<file path="src/rtl/seg_pkg.sv">
// Shared types and segment constants for the seven-segment display controller.
// Codes are stored active-low, segment order bit6..0 = a,b,c,d,e,f,g.
package seg_pkg;

   typedef enum logic [0:0] {
      IDLE = 1'b0,
      CONV = 1'b1
   } state_t;

   localparam logic [6:0] SEG_0     = 7'h01;
   localparam logic [6:0] SEG_1     = 7'h4F;
   localparam logic [6:0] SEG_2     = 7'h12;
   localparam logic [6:0] SEG_3     = 7'h06;
   localparam logic [6:0] SEG_4     = 7'h4C;
   localparam logic [6:0] SEG_5     = 7'h24;
   localparam logic [6:0] SEG_6     = 7'h20;
   localparam logic [6:0] SEG_7     = 7'h0F;
   localparam logic [6:0] SEG_8     = 7'h00;
   localparam logic [6:0] SEG_9     = 7'h04;
   localparam logic [6:0] SEG_BLANK = 7'h7F;

   // Smallest digit count whose decimal range covers every BIN_W-bit value.
   function automatic int min_digits(input int bin_w);
      longint max_val;
      longint pow10;
      int     d;
      max_val = (longint'(1) << bin_w) - 1;
      d       = 1;
      pow10   = 10;
      while (pow10 <= max_val) begin
         d     = d + 1;
         pow10 = pow10 * 10;
      end
      return d;
   endfunction

endpackage

</file>
<file path="src/rtl/seg7_decode.sv">
// Combinational BCD nibble to seven-segment decoder with blanking.
// Non-decimal nibbles decode to blank.
module seg7_decode
   import seg_pkg::*;
#(
   parameter bit ACTIVE_LOW = 1'b1
) (
   input  logic [3:0] bcd,
   input  logic       blank,
   output logic [6:0] seg
);

   logic [6:0] code_low;

   always_comb begin
      case (bcd)
         4'd0:    code_low = SEG_0;
         4'd1:    code_low = SEG_1;
         4'd2:    code_low = SEG_2;
         4'd3:    code_low = SEG_3;
         4'd4:    code_low = SEG_4;
         4'd5:    code_low = SEG_5;
         4'd6:    code_low = SEG_6;
         4'd7:    code_low = SEG_7;
         4'd8:    code_low = SEG_8;
         4'd9:    code_low = SEG_9;
         default: code_low = SEG_BLANK;
      endcase
      if (blank) begin
         code_low = SEG_BLANK;
      end
   end

   assign seg = ACTIVE_LOW ? code_low : ~code_low;

endmodule

</file>
<file path="src/rtl/seven_seg_scan_ctrl.sv">
// Binary-to-BCD display controller: sequential double-dabble conversion into a
// held display register, static per-digit segments and a scanned digit output.
module seven_seg_scan_ctrl
   import seg_pkg::*;
#(
   parameter int BIN_W      = 8,
   parameter int DIGITS     = 3,
   parameter int SCAN_DIV   = 1000,
   parameter bit ACTIVE_LOW = 1'b1
) (
   input  logic                  clk,
   input  logic                  rst_n,
   input  logic                  bin_valid,
   input  logic [BIN_W-1:0]      bin,
   output logic                  bin_ready,
   input  logic                  blank_lz,
   output logic [4*DIGITS-1:0]   bcd_out,
   output logic [7*DIGITS-1:0]   seg_static,
   output logic [DIGITS-1:0]     scan_an,
   output logic [6:0]            scan_seg
);

   localparam int WORK_W = 4 * DIGITS;
   localparam int CNT_W  = $clog2(BIN_W + 1);
   localparam int PRE_W  = (SCAN_DIV > 1) ? $clog2(SCAN_DIV) : 1;
   localparam int IDX_W  = (DIGITS > 1) ? $clog2(DIGITS) : 1;

   if (DIGITS < min_digits(BIN_W)) begin : g_bad_digits
      $error("DIGITS is too small to hold every BIN_W-bit value");
   end
   if (SCAN_DIV < 1) begin : g_bad_scan_div
      $error("SCAN_DIV must be at least 1");
   end

   state_t              state_reg;
   logic                ready_reg;
   logic [BIN_W-1:0]    shift_reg;
   logic [WORK_W-1:0]   work_reg;
   logic [WORK_W-1:0]   work_adj;
   logic [WORK_W-1:0]   work_next;
   logic [WORK_W-1:0]   bcd_reg;
   logic [CNT_W-1:0]    step_reg;
   logic [PRE_W-1:0]    pre_reg;
   logic [IDX_W-1:0]    idx_reg;
   logic [DIGITS-1:0]   lz_blank;
   logic [DIGITS-1:0]   an_onehot;
   logic                upper_zero;

   // One double-dabble step: add-3 correction, then shift the next input bit in.
   for (genvar gi = 0; gi < DIGITS; gi++) begin : g_adj
      assign work_adj[4*gi +: 4] = (work_reg[4*gi +: 4] >= 4'd5) ?
                                   work_reg[4*gi +: 4] + 4'd3 : work_reg[4*gi +: 4];
   end
   assign work_next = {work_adj[WORK_W-2:0], shift_reg[BIN_W-1]};

   always_ff @(posedge clk or negedge rst_n) begin
      if (!rst_n) begin
         state_reg <= IDLE;
         ready_reg <= 1'b1;
         shift_reg <= '0;
         work_reg  <= '0;
         step_reg  <= '0;
         bcd_reg   <= '0;
      end else begin
         case (state_reg)
            IDLE: begin
               if (bin_valid) begin
                  shift_reg <= bin;
                  work_reg  <= '0;
                  step_reg  <= CNT_W'(BIN_W);
                  state_reg <= CONV;
                  ready_reg <= 1'b0;
               end
            end
            CONV: begin
               work_reg  <= work_next;
               shift_reg <= shift_reg << 1;
               step_reg  <= step_reg - 1'b1;
               // Only the final step publishes, so the display never sees partial work.
               if (step_reg == CNT_W'(1)) begin
                  bcd_reg   <= work_next;
                  state_reg <= IDLE;
                  ready_reg <= 1'b1;
               end
            end
            default: begin
               state_reg <= IDLE;
               ready_reg <= 1'b1;
            end
         endcase
      end
   end

   always_ff @(posedge clk or negedge rst_n) begin
      if (!rst_n) begin
         pre_reg <= '0;
         idx_reg <= '0;
      end else if (pre_reg == PRE_W'(SCAN_DIV - 1)) begin
         pre_reg <= '0;
         idx_reg <= (idx_reg == IDX_W'(DIGITS - 1)) ? '0 : idx_reg + 1'b1;
      end else begin
         pre_reg <= pre_reg + 1'b1;
      end
   end

   // Digit k>0 blanks when it and every digit above it are zero.
   always_comb begin
      lz_blank   = '0;
      upper_zero = 1'b1;
      for (int k = DIGITS - 1; k >= 1; k--) begin
         upper_zero  = upper_zero & (bcd_reg[4*k +: 4] == 4'd0);
         lz_blank[k] = blank_lz & upper_zero;
      end
   end

   for (genvar gi = 0; gi < DIGITS; gi++) begin : g_digit
      seg7_decode #(
         .ACTIVE_LOW (ACTIVE_LOW)
      ) u_dec (
         .bcd   (bcd_reg[4*gi +: 4]),
         .blank (lz_blank[gi]),
         .seg   (seg_static[7*gi +: 7])
      );
      assign an_onehot[gi] = (idx_reg == IDX_W'(gi));
   end

   always_comb begin
      scan_seg = '0;
      for (int k = 0; k < DIGITS; k++) begin
         if (idx_reg == IDX_W'(k)) begin
            scan_seg = seg_static[7*k +: 7];
         end
      end
   end

   assign scan_an   = ACTIVE_LOW ? ~an_onehot : an_onehot;
   assign bin_ready = ready_reg;
   assign bcd_out   = bcd_reg;

endmodule

</file>
<file path="config.mk">
export PLATFORM = sky130hd
export DESIGN_NAME = seven_seg_scan_ctrl
export DESIGN_NICKNAME = d
export VERILOG_FILES = /design/src/rtl/seg_pkg.sv /design/src/rtl/seg7_decode.sv /design/src/rtl/seven_seg_scan_ctrl.sv
export SDC_FILE = /design/constraint.sdc
export NUM_CORES = 1
export LEC_CHECK = 0
export ABC_AREA = 1
export BUFFER_PORTS_ARGS = -buffer_cell sky130_fd_sc_hd__buf_2
export CORE_MARGIN = 2
export CORE_UTILIZATION = 45
export CTS_CLUSTER_SIZE = 10
export DETAILED_ROUTE_END_ITERATION = 8
export GPL_TIMING_DRIVEN = 0
export PLACE_DENSITY = 0.67
export SETUP_SLACK_MARGIN = 0.4
export SYNTH_ARGS = -nofsm -noshare
export SYNTH_HDL_FRONTEND = slang
export SYNTH_SLANG_ARGS = --single-unit
</file>
<file path="constraint.sdc">
create_clock -name clk -period 2.4 [get_ports clk]
set_clock_uncertainty 0.15 [all_clocks]
set_input_delay 0.48 -clock clk [delete_from_list [all_inputs] [get_ports clk]]
set_output_delay 0.48 -clock clk [all_outputs]
set_load 0.01 [all_outputs]
</file>
==> results.md <==
- The run finished with clean final reports.
- The die covers about 7500 um2.
- The signal on the critical path passes through inv_2, ha_4, nand2_4, nor2_4, nand2_4, nand3_4, nand2_2, nand3_2, buf_6.
- The post-synthesis register bit count is 50.
- The most numerous cell type found on the critical path is nand2_4.
- The number of hold buffers added after cts is 0.
- The routed length per placed instance is 14.4 um.
- After detailed routing, the number of vias per cell comes to around 5.3.
- The maximum operating frequency is ~420 MHz.
- At the pin with the least slew margin, the transition time is about 1100 ps.
- The worst register-to-register path has a depth of 8.
- Counting flops with an async set or reset pin after synthesis yields a share of 1.00.
- The ratio of cells with drive above 1 in the final layout is 0.390.
- The ratio of total power to cell area is about 1500 nW/um2.
- The final count of pins violating max slew was 0.
- The switching part of the total power is 0.475.
- For this design, the slowest cell found on the critical path is dfrtp_2.
- The repair_antennas step left the layout with diodes totalling 0.
- Summing every instance area after synthesis gives 3050 um2.
- The number of warnings issued by yosys is 0.
- The internal power of the cells totals roughly 3.4 mW.
- In this run, the number of DRC markers left after iteration 0 of detailed routing was 213.
- The count of buffers added on input and output ports is 55.
- The worst path required time is 1770 ps.
- The die is roughly 86 um wide.
- The final period utilization is 0.998.
- The remaining number of nets flagged by the antenna check after routing is 0.
- The worst slew margin relative to its limit is 0.273.
- Counting both buffers and inverters, the worst setup path holds a total of 2.
- The routed design could run at a clock period as short as around 2400 ps.
- After synthesis, the netlist uses 29 different library cells.
- The worst-case IR drop observed on VDD is about 0.5 mV.
- The initial core utilization is 0.457.
- The synthesized netlist cell count is 412.
- Data on the critical path arrives at its endpoint at approximately 1800 ps.
- The leftover overflow at the end of global routing is 0.
- The tightest hold path in the finished design has a slack of 212 ps.
- Setup violations remaining at the end of the flow were counted as 0.
- The clock tree synthesis step divided the H-tree into 2 levels.
- The worst-path maximum fanout is 7.
- The first global-routing pass estimated between 10000 and 15000 um of wire.
- The clock passes through at most 2 buffers.
- The die outline height is ~86 um.
- The most used flip-flop cell after synthesis is dfrtp_1.
- For this run, design rule violations remaining after detail routing come to 0.
- Setup repair after global routing could not meet its margin everywhere.
- The net total in the final layout is approximately 540.
- The count of max-cap constraint violations is 0.
- The sum of negative setup slack is 0 ps.
- Entering global routing, the biggest net connects 51 pins.
- The total global-route track usage is 0.212.
- The power spent charging and discharging nets is roughly 3 mW.
- The routed wire length is approximately 8400 um.
- From synthesis to final layout, the design area changed by 40.7%.
- The latest clock arrival within the worst-skew pair is a little over 300 ps.
- The kind of end point of the critical path is a primary output.
- The total area inside the core boundary comes to ~6700 um2.
- The final core area utilization is 0.643.
- The routed via count is approximately 3.1k.
- The number of search-and-repair iterations in the first detailed-routing pass is 4.
- The standby leakage power is between 2 and 2.5 nW.
- The number of global-route vias before repair is 2785.
- In the layout the commonest cells are nand2_1, dfrtp_1, buf_2.
- TritonCTS built the clock tree.
- The library cell used most frequently in the layout, excluding fill and tap cells, is nand2_1.
- In this run the number of cells on the critical path is 9.
- The worst setup path is of the register to primary output kind.
- The clock sink count is 50.
- Of the synthesized area, sequential elements account for 0.410.
- The sequential share of power is 0.228.
- Of the total power, the clock network draws 0.076.
- The final-report hold violation count is 0.
- The initialized floorplan defines 30 standard-cell rows.
- between 50 and 60 I/O pins were placed.
- The initial antenna violation count is 0.
- Counting the buffers created by CTS gives 5.
- The class of the tightest hold or removal check is input pin to async pin.
- At the end of routability-driven placement, the weighted congestion stood at around 0.94.
- Broken down by cell family, the worst path's largest delay share belongs to simple AND/OR/NAND/NOR gates.
- The delay contributed by the slowest stage of the critical path is around 430 ps.
- The startpoint type of the worst setup path is a register.
- The combinational share of power is 0.696.
- The clock transition at the registers of the reported paths is ~90 ps.
- Clock tree synthesis selected as its root buffer the cell clkbuf_8.
- The sum of net half-perimeters after detailed placement is around 5200 um.
- The number of nets in the synthesized netlist is roughly 450.
- Averaged over all synthesized cells, the footprint is 7.41 um2.
- Counting flops with a built-in enable in the synthesized netlist gives 0.
==> final timing paths <==
check,end,start,slack (ps)
worst max-delay path,scan_seg[0],bcd_out[9],5
worst min-delay path,idx_reg[0],rst_n,210
worst max register to register,bcd_out[7],step_reg[1],780
worst min register to register,bin_ready,bin_ready,330
max in group asynchronous,bcd_out[2],rst_n,1120
min in group clk,shift_reg[2],bin[2],220
==> per-layer routing <==
metal	track usage	wire (um)	vias to the layer above
li1	-	-	1502
met2	0.371	4140	111
met5	0	0	-
met4	0.0653	300	0
met1	0.274	3510	1413
met3	0.0276	450	30
==> cells by family after synthesis <==
family	synth area share
buffers and inverters	0.0824
DFF	0.410
and+or+nand+nor	0.306
xor gates and xnor gates	0.0143
AOI/OAI and AO/OA	0.0886
adders and majority gates	0.0984
==> through the flow <==
step	area (um2)	total power [mW]	worst slack (ps)	cells
after floorplan	3050	3.33	401	412
after global placement	3430	4.23	227	547
after detailed placement	3430	4.31	226	547
after CTS	3970	5.60	149	574
after global routing	4290	6.89	-55.2	582
final	4290	6.39	4.83	582
==> area by class of cell <==
cell class	count	area (um2)
Multi-Input combinational cell	300	1970
Tap cell	80	100
Clock buffer	7	76.3
Clock inverter	1	7.51
Inverter	55	211
Timing Repair Buffer	82	612
Fill cell	541	2390
Buffer	7	55.1
Sequential cell	50	1260
==> power groups by stage <==
| stage | registers [mW] | clock network (mW) | logic [mW] |
|---|---|---|---|
| final | 1.45 | 0.486 | 4.45 |
| after CTS | 1.43 | 0.499 | 3.67 |
| after floorplan | 1.43 | 0 | 1.90 |
| after global placement | 1.44 | 0 | 2.79 |
| after global routing | 1.50 | 0.539 | 4.85 |
| after detailed placement | 1.45 | 0 | 2.85 |
==> Yosys cell counts (2+ instances only) <==
| master | n | area share |
|---|---|---|
| or2_2 | 2 | 0.0041 |
| o211ai_1 | 2 | 0.0049 |
| inv_1 | 51 | 0.063 |
| buf_4 | 2 | 0.0049 |
| nand2_1 | 130 | 0.16 |
| buf_2 | 2 | 0.0033 |
| o21ai_2 | 2 | 0.0057 |
| a31oi_1 | 3 | 0.0062 |
| inv_2 | 4 | 0.0049 |
| a21oi_1 | 3 | 0.0049 |
| nand3_1 | 55 | 0.090 |
| nor2_1 | 28 | 0.034 |
| o21ai_0 | 28 | 0.046 |
| ha_1 | 24 | 0.098 |
| xor2_1 | 5 | 0.014 |
| nand2_2 | 2 | 0.0041 |
| o21ai_1 | 5 | 0.0082 |
| dfrtp_1 | 49 | 0.40 |
| o22ai_1 | 5 | 0.010 |
==> what timing repair did <==
action | 4_1_cts | 5_1_grt
cloned | 0 | 0
pin swaps | 20 | 20
gates resized for setup | 89 | 58
setup endpoints to repair | 29 | 29
buffers inserted | 19 | 8
Power figures use the tool's default switching activity.
